<file path="config.mk">
export PLATFORM = sky130hd
export DESIGN_NAME = axis_rr_arb
export DESIGN_NICKNAME = d
export VERILOG_FILES = /design/src/rtl/axis_arb_pkg.sv /design/src/rtl/axis_skid_reg.sv /design/src/rtl/axis_rr_arb.sv
export SDC_FILE = /design/constraint.sdc
export NUM_CORES = 1
export LEC_CHECK = 0
export CAP_MARGIN = 30
export CORE_UTILIZATION = 45
export DETAILED_ROUTE_END_ITERATION = 12
export PLACE_DENSITY_LB_ADDON = 0.05
export RECOVER_POWER = 100
export SYNTH_ARGS = -nofsm -noshare
export SYNTH_HDL_FRONTEND = slang
export SYNTH_SLANG_ARGS = --single-unit
export TNS_END_PERCENT = 50
</file>
<file path="constraint.sdc">
create_clock -name clk -period 2.5 [get_ports clk]
set_input_delay 0.5 -clock clk [delete_from_list [all_inputs] [get_ports clk]]
set_output_delay 0.5 -clock clk [all_outputs]
set_load 0.005 [all_outputs]
</file>
<file path="src/rtl/axis_arb_pkg.sv">
`default_nettype none
// +----------------------------------------------------------------------+
// | axis_arb_pkg : shared types and round-robin helper for axis_rr_arb    |
// | Rev 1.0                                                               |
// +----------------------------------------------------------------------+
package axis_arb_pkg;

  typedef enum logic [1:0] {ARB_IDLE, ARB_BUSY, ARB_PAUSED} arb_state_e;

  localparam int STAT_W    = 16;
  // Upper bound on the port count that rr_next can scan.
  localparam int MAX_PORTS = 32;

  // Returns the first requesting index after 'last', wrapping modulo n.
  // The scan runs farthest-first so the nearest requester overwrites the result.
  function automatic int unsigned rr_next(input logic [MAX_PORTS-1:0] req,
                                          input int unsigned last,
                                          input int unsigned n);
    int unsigned idx;
    rr_next = last;
    for (int unsigned k = MAX_PORTS; k >= 1; k--) begin
      if (k <= n) begin
        idx = (last + k) % n;
        if (req[idx[4:0]]) rr_next = idx;
      end
    end
  endfunction

endpackage
`default_nettype wire

</file>
<file path="src/rtl/axis_skid_reg.sv">
`default_nettype none
// +----------------------------------------------------------------------+
// | axis_skid_reg : 2-entry registered valid/ready buffer                 |
// | Rev 1.0                                                               |
// +----------------------------------------------------------------------+
module axis_skid_reg #(
  parameter int W = 8
) (
  input  logic         clk,
  input  logic         arst_n,
  input  logic         s_valid,
  output logic         s_ready,
  input  logic [W-1:0] s_data,
  output logic         m_valid,
  input  logic         m_ready,
  output logic [W-1:0] m_data
);

  logic         out_valid_q, out_valid_d;
  logic [W-1:0] out_data_q,  out_data_d;
  logic         sk_valid_q,  sk_valid_d;
  logic [W-1:0] sk_data_q,   sk_data_d;

  // Ready depends only on registered state, so m_ready never reaches s_ready.
  assign s_ready = !sk_valid_q;
  assign m_valid = out_valid_q;
  assign m_data  = out_data_q;

  always_comb begin
    out_valid_d = out_valid_q;
    out_data_d  = out_data_q;
    sk_valid_d  = sk_valid_q;
    sk_data_d   = sk_data_q;
    if (!out_valid_q || m_ready) begin
      if (sk_valid_q) begin
        out_valid_d = 1'b1;
        out_data_d  = sk_data_q;
        sk_valid_d  = 1'b0;
      end else begin
        out_valid_d = s_valid;
        if (s_valid) out_data_d = s_data;
      end
    end else if (s_valid && !sk_valid_q) begin
      sk_valid_d = 1'b1;
      sk_data_d  = s_data;
    end
  end

  always_ff @(posedge clk or negedge arst_n) begin
    if (!arst_n) begin
      out_valid_q <= 1'b0;
      out_data_q  <= '0;
      sk_valid_q  <= 1'b0;
      sk_data_q   <= '0;
    end else begin
      out_valid_q <= out_valid_d;
      out_data_q  <= out_data_d;
      sk_valid_q  <= sk_valid_d;
      sk_data_q   <= sk_data_d;
    end
  end

endmodule
`default_nettype wire

</file>
<file path="src/rtl/axis_rr_arb.sv">
`default_nettype none
// +----------------------------------------------------------------------+
// | axis_rr_arb : N-input AXI-Stream round-robin frame arbiter            |
// | Optional per-port frame counters: define AXIS_RR_ARB_STATS_EN         |
// | Rev 1.0                                                               |
// +----------------------------------------------------------------------+
module axis_rr_arb
  import axis_arb_pkg::*;
#(
  parameter  int N_PORTS = 4,
  parameter  int DATA_W  = 8,
  parameter  int KEEP_W  = (DATA_W + 7) / 8,
  parameter  int USR_W   = 1,
  localparam int SEL_W   = $clog2(N_PORTS)
) (
  input  logic                      clk,
  input  logic                      arst_n,
  input  logic [N_PORTS*DATA_W-1:0] s_tdata,
  input  logic [N_PORTS*KEEP_W-1:0] s_tkeep,
  input  logic [N_PORTS*USR_W-1:0]  s_tuser,
  input  logic [N_PORTS-1:0]        s_tlast,
  input  logic [N_PORTS-1:0]        s_tvalid,
  output logic [N_PORTS-1:0]        s_tready,
  output logic [DATA_W-1:0]         m_tdata,
  output logic [KEEP_W-1:0]         m_tkeep,
  output logic [USR_W-1:0]          m_tuser,
  output logic                      m_tlast,
  output logic [SEL_W-1:0]          m_tid,
  output logic                      m_tvalid,
  input  logic                      m_tready,
  input  logic                      pause_req,
  output logic                      pause_ack,
  output logic [SEL_W-1:0]          grant_idx,
  output logic                      busy
`ifdef AXIS_RR_ARB_STATS_EN
  ,
  output logic [N_PORTS*STAT_W-1:0] stat_frames
`endif
);

  localparam int PAY_W = SEL_W + 1 + USR_W + KEEP_W + DATA_W;

  arb_state_e       state_q, state_d;
  logic [SEL_W-1:0] grant_q, grant_d;
  logic             in_valid, in_ready, push;
  logic [PAY_W-1:0] in_pay, out_pay;

  assign in_valid  = (state_q == ARB_BUSY) && s_tvalid[grant_q];
  assign push      = in_valid && in_ready;
  assign in_pay    = {grant_q, s_tlast[grant_q], s_tuser[grant_q*USR_W +: USR_W],
                      s_tkeep[grant_q*KEEP_W +: KEEP_W], s_tdata[grant_q*DATA_W +: DATA_W]};
  assign busy      = (state_q == ARB_BUSY);
  assign pause_ack = (state_q == ARB_PAUSED) && pause_req;
  assign grant_idx = grant_q;

  always_comb begin
    s_tready = '0;
    if (state_q == ARB_BUSY) s_tready[grant_q] = in_ready;
  end

  always_comb begin
    state_d = state_q;
    grant_d = grant_q;
    case (state_q)
      ARB_IDLE: begin
        if (pause_req) begin
          state_d = ARB_PAUSED;
        end else if (|s_tvalid) begin
          grant_d = SEL_W'(rr_next(MAX_PORTS'(s_tvalid), 32'(grant_q), N_PORTS));
          state_d = ARB_BUSY;
        end
      end
      // The grant is held until the tlast beat is taken; pause waits for it.
      ARB_BUSY:   if (push && s_tlast[grant_q]) state_d = ARB_IDLE;
      ARB_PAUSED: if (!pause_req) state_d = ARB_IDLE;
      default:    state_d = ARB_IDLE;
    endcase
  end

  always_ff @(posedge clk or negedge arst_n) begin
    if (!arst_n) begin
      state_q <= ARB_IDLE;
      grant_q <= SEL_W'(N_PORTS - 1);
    end else begin
      state_q <= state_d;
      grant_q <= grant_d;
    end
  end

  axis_skid_reg #(.W(PAY_W)) u_skid (
    .clk     (clk),
    .arst_n  (arst_n),
    .s_valid (in_valid),
    .s_ready (in_ready),
    .s_data  (in_pay),
    .m_valid (m_tvalid),
    .m_ready (m_tready),
    .m_data  (out_pay)
  );

  assign {m_tid, m_tlast, m_tuser, m_tkeep, m_tdata} = out_pay;

`ifdef AXIS_RR_ARB_STATS_EN
  logic [STAT_W-1:0] stat_q [N_PORTS];
  logic [STAT_W-1:0] stat_d [N_PORTS];

  always_comb begin
    for (int i = 0; i < N_PORTS; i++) begin
      stat_d[i] = stat_q[i];
      if (s_tvalid[i] && s_tready[i] && s_tlast[i] && (stat_q[i] != '1))
        stat_d[i] = stat_q[i] + STAT_W'(1);
    end
  end

  always_ff @(posedge clk or negedge arst_n) begin
    if (!arst_n) begin
      for (int i = 0; i < N_PORTS; i++) stat_q[i] <= '0;
    end else begin
      for (int i = 0; i < N_PORTS; i++) stat_q[i] <= stat_d[i];
    end
  end

  for (genvar g = 0; g < N_PORTS; g++) begin : g_stat
    assign stat_frames[g*STAT_W +: STAT_W] = stat_q[g];
  end
`endif

endmodule
`default_nettype wire

</file>
# Word-level counts from Yosys, hierarchy flattened
# Index checks and enable logic that the tools add are counted.
classes:
  shift: 3
  n_mux: 29
  addsub: 4
  n_lt_le_gt_ge: 6
  reduce_logical: 17
  bitwise: 3
  eq_ne: 5
op_table:
  columns: ["operator", "count"]
  rows:
  - ["$shiftx A32 B6 Y8", 1]
  - ["$mux W13", 2]
  - ["$lt A2 B6 Y1 const B", 4]
  - ["$mux W2", 8]
  - ["$bmux W1 S2", 6]
  - ["$mux W1", 10]
  - ["$shiftx A4 B3 Y1", 2]
  - ["$pmux W2 S3", 1]
  - ["$logic_and A1 B1 Y1", 5]
  - ["$add A2 B1 Y2 const B", 2]
  - ["$add A2 B2 Y2 const B", 2]
  - ["$and A4 B4 Y4", 1]
  - ["$mux W4", 1]
  - ["$reduce_and A2 Y1", 2]
  - ["$reduce_and A4 Y1", 1]
  - ["$reduce_bool A2 Y1", 2]
  - ["$reduce_bool A4 Y1", 1]
  - ["$reduce_or A4 Y1", 1]
  - ["$lt A2 B3 Y1 const B", 1]
  - ["$ne A3 B3 Y1 const B", 1]
  - ["$reduce_and A3 Y1", 1]
  - ["$demux W1 S2", 1]
  - ["$eq A2 B1 Y1 const B", 1]
  - ["$eq A2 B2 Y1 const B", 1]
  - ["other kinds (7)", 9]
word_totals:
  in_bits: 52
  regBits: 32
  word_cells: 73
  out_inout_bits: 22

# Logic depth before layout (Yosys ltp)
depth:
  depth_word: 7
  mapped_depth: 8
  depth_no_buf: 6

# Cells and area by module
# A second synthesis with hierarchy kept.
unflattened:
  hier_cells: 141
  area_unflattened_um2: 2095.8
modules_own_cells:
  columns: ["module", "seq_area_each_um2", "cells_each", "n_inst", "area_per_inst_um2"]
  rows:
  - ["axis_skid_reg", 700.7, 78, 1, 1361.3]
  - ["axis_rr_arb", 102.6, 63, 1, 734.5]

# Worst setup path before layout
# OpenSTA, ideal clock, no wires.
synth_timing:
  path_kind: "reg2reg"
  from: "reg grant_q[1], in the netlist grant_idx[1]"
  to: "reg grant_q[1], in the netlist grant_idx[1]"
  slack_ps: 258
  synth_period_minus_slack_ps: 2242
  required_ps: 2415
  arrival_ps: 2157
  stages_incl_launch_ff: 9
  setup_ps: 85
  path_buffers: 2
  cell_sequence: "dfstp_2 -> buf_2 -> buf_1 -> inv_1 -> ha_1 -> nor2_1 -> a211oi_1 -> o311ai_0 -> mux2_1"
synth_between:
  elab_chain_len: 6
synth_lines:
  columns: ["item", "line", "rtl"]
  rows:
  - ["start: declaration", "axis_rr_arb.sv:44", "logic [SEL_W-1:0] grant_q, grant_d;"]
  - ["start signal: assignment", "axis_rr_arb.sv:83", "grant_q <= SEL_W'(N_PORTS - 1);"]
  - ["start signal: assignment", "axis_rr_arb.sv:86", "grant_q <= grant_d;"]
  - ["$add A2 B2 Y2", "axis_arb_pkg.sv:23", "idx = (last + k) % n;"]
  - ["$bmux W1 S2", "axis_arb_pkg.sv:24", "if (req[idx[4:0]]) rr_next = idx;"]
  - ["$mux W1 (implied by the code)", "axis_arb_pkg.sv:24", null]
  - ["$mux W2 (3 in series)", "axis_arb_pkg.sv:24", null]
# Several ways; a longest one is shown, not always the timed one. The select of a mux whose other input is x is not followed.
# A chain may end at the register's enable or synchronous reset.

# Final worst setup path
layout_timing:
  from: "reg grant_q[0], in the netlist grant_idx[0]"
  to: "out s_tready[0]"
layout_between:
  elab_chain_len: 6
layout_lines:
  columns: ["item", "line", "rtl"]
  rows:
  - ["$lt A2 B3 Y1 (implied by the code) or $ge A2 B1 Y1 (tied branches)", "axis_rr_arb.sv:58", "if (state_q == ARB_BUSY) s_tready[grant_q] = in_ready;"]
  - ["$logic_and A1 B1 Y1 (implied by the code)", "axis_rr_arb.sv:58", null]
  - ["$mux W1 (implied by the code)", "axis_rr_arb.sv:58", null]
  - ["$demux W1 S2 *", "axis_rr_arb.sv:58", null]
  - ["$and A4 B4 Y4 (no line) *", null, null]
  - ["$mux W4 *", "axis_rr_arb.sv:58", null]
  - ["end: declaration", "axis_rr_arb.sv:23", "output logic [N_PORTS-1:0] s_tready,"]
# Mark *: on every way between the ends. The rest lies on a longest branch, timed or not.

==> out/summary.txt <==
Status - complete, no violations
Dpl hpwl - 3690 µm
Ports - 74
Post-synthesis sequential area ratio - 39.3%
Gate Count Post-Synth - 157
First-pass detailed-route iteration total - 4
Final worst setup slack - 117 ps
Die height - 69.4 µm
ANT cells - 0
# clock sinks - 32
Worst-Margin Slew - 782 ps
Synth Cell Area - 2040 µm²
CTS Hold Buffers Added - 0
CORE AREA - 4350 µm²
Synth Warn # - 0
Die Span X - 69.4 µm
Ys flop type - dfrtp_1
Vias in the first global route - 1678
Top area cells in the synthesized netlist - dfrtp_1, mux4_2, mux2i_1, mux2_4, o21ai_2
Post-Route WL - 4900 µm
Number of flops mapped to enable cells by yosys - 0
Via Count - 1587
Final Cycle Share - 95.3%
Final Util - 65.3%
Share of the synthesized area in the top cell type - 36.7%
Skew final - 2.62 ps
Most frequent cells in the layout - clkdlybuf4s50_1, dfrtp_1, o21ai_0, dlygate4sd3_1, mux2i_1
Min Tclk post-route - 2380 ps
Asr flop ratio synth - 100%
Startpoint class of the critical path - register
Worst slack at placement - 157 ps
Static Leak - 1.15 nW
Critical path, cell by cell - inv_2 > ha_1 > and2_0 > clkdlybuf4s50_1
Initial antenna violation count - 0
Cell Rows - 24
Cell area after layout - 2840 µm²
Fin. Hold Viols - 0
Fmax - 0.420 GHz
Detailed router's first-iteration violation count - 67
Total GRT Usage - 22.6%
GPL Wtd Cong - 0.781
Final setup fails - 0
Setup TNS - 0 ps
Clock-pin slew on the worst setup and hold paths - 70 ps
Max_slew headroom - 47.9%
Tot Pwr - 2.92 mW
Initial Util - 46.9%
Area Overhead vs Synth - 39.1%
Syn Area/Cell - 13.0 µm²
GRT overflow - 0
Routed Antenna Nets - 0
Crit-path slowest cell - dfstp_4
Max H-tree Level - 2
Largest net degree at the start of global routing - 33
Syn_nets - 213
Die area - 4810 µm²
CTS tree - yes
CP required - 2000 ps
Pwr Density - 1030 nW/µm²
# Max-Cap Violations - 0
Max FO, Critical Path - 12
Placed insts - 279
I/O Buffers - 73
Number of synthesized register bits - 32
Post-CTS sizing - 0
Register Area - 807 µm²
Synth unique cells - 40
Worst EP arrival - 1880 ps
Worst-Skew Late Latency - 290 ps
Commonest non-fill, non-tap cell in the layout - clkdlybuf4s50_1
Fin. max-slew vios - 0
CTS max path bufs - 2
Synth area leader - dfrtp_1
RSZ-0062 raised after global routing - false
Multi-input combinational cell area - 1060 µm²
Layout cells sized above 1 - 19.6%
Worst vdd ir - 491 µV
CP peak stage delay - 730 ps
Avg WL per Cell - 17.1 µm
Setup CP Type - register to output port
Vias per inst - 5.53
Min Hold Slack - 498 ps
DRC viols - 0
Worst Hold Class - register to register
Fill count - 374
Post-CTS Setup Bufs - 0
TritonCTS Buffers - 5
First-pass GRT wire length - 8480 µm
Setup crit end kind - output port
Root Driver - clkbuf_8
Finished Layout Cells - 287
Nets - 290
DP Area - 2810 µm²
==> cell usage after synthesis, types with 2 or more instances <==
cell type / number
and2_1: 5
nand2b_1: 3
buf_2: 3
o21ai_0: 16
dfstp_2: 2
a211oi_1: 2
buf_4: 2
inv_1: 3
a32oi_1: 2
dfrtp_1: 30
mux2_2: 3
ha_1: 4
mux4_2: 12
nor2b_1: 3
mux2_4: 9
mux4_1: 2
o21ai_2: 10
nor2_1: 6
mux2i_1: 14
and2b_1: 2
clkbuf_1: 2
buf_6: 4
==> registers in the layout, indices dropped and copies added, names as in the netlist <==
register	flops
grant_idx	2
state_q	2
u_skid.m_data	13
u_skid.m_valid	1
u_skid.sk_data_q	13
u_skid.sk_valid_q	1
==> final timing paths <==
path / from / to / slack (ps) / cells past startpoint
hold reg to reg: state_q[1] / state_q[0] / 500 / 1
max in group asynchronous: arst_n / u_skid.m_data[6] / 1180 / 2
setup / recovery: grant_idx[0] / s_tready[0] / 120 / 4
min in group asynchronous: arst_n / u_skid.m_data[2] / 820 / 2
hold / removal: state_q[1] / state_q[0] / 500 / 1
setup reg to reg: grant_idx[0] / u_skid.sk_data_q[1] / 400 / 3
==> metal layers <==
layer	vias up	share of wire (%)	wire, µm	track usage, %
li1	748	-	-	-
met1	787	42	2080	27.9
met2	45	52	2530	38.6
met3	7	4.6	223	5.96
met4	0	1.2	61	7.03
met5	-	0	0	0
==> layout make-up <==
cell class                      count  share of cell area (%)
Inverter                            4                   0.528
Sequential cell                    32                    28.4
Clock inverter                      2                   0.352
Multi-Input combinational cell    108                    37.3
Tap cell                           52                    2.29
Clock buffer                        6                    2.90
Timing Repair Buffer               83                    28.3
==> report_power, final <==
part,switching [mW],internal [mW],leakage (nW)
Combinational,0.677,0.855,0.709
Clock,0.193,0.219,0.0510
Sequential,0.196,0.780,0.395
==> critical path, delay by kind of cell (launching register included) <==
kind                     cells  cell delay (ps)
adder cells (fa/ha/maj)      1              200
buffers and inverters        2              530
flip-flops                   1              730
AND/OR/NAND/NOR              1              130
==> logic make-up after synthesis <==
family                   Yosys count  synth area share [%]
AO/OA/AOI/OAI                     37                  13.2
XOR/XNOR                           1                 0.429
adder cells (fa/ha/maj)            4                  2.45
buffers and inverters             17                  5.94
flip-flops                        32                  39.3
multiplexers                      41                  31.5
AND/OR/NAND/NOR                   25                  7.16
(Power assumes the default switching activity.)
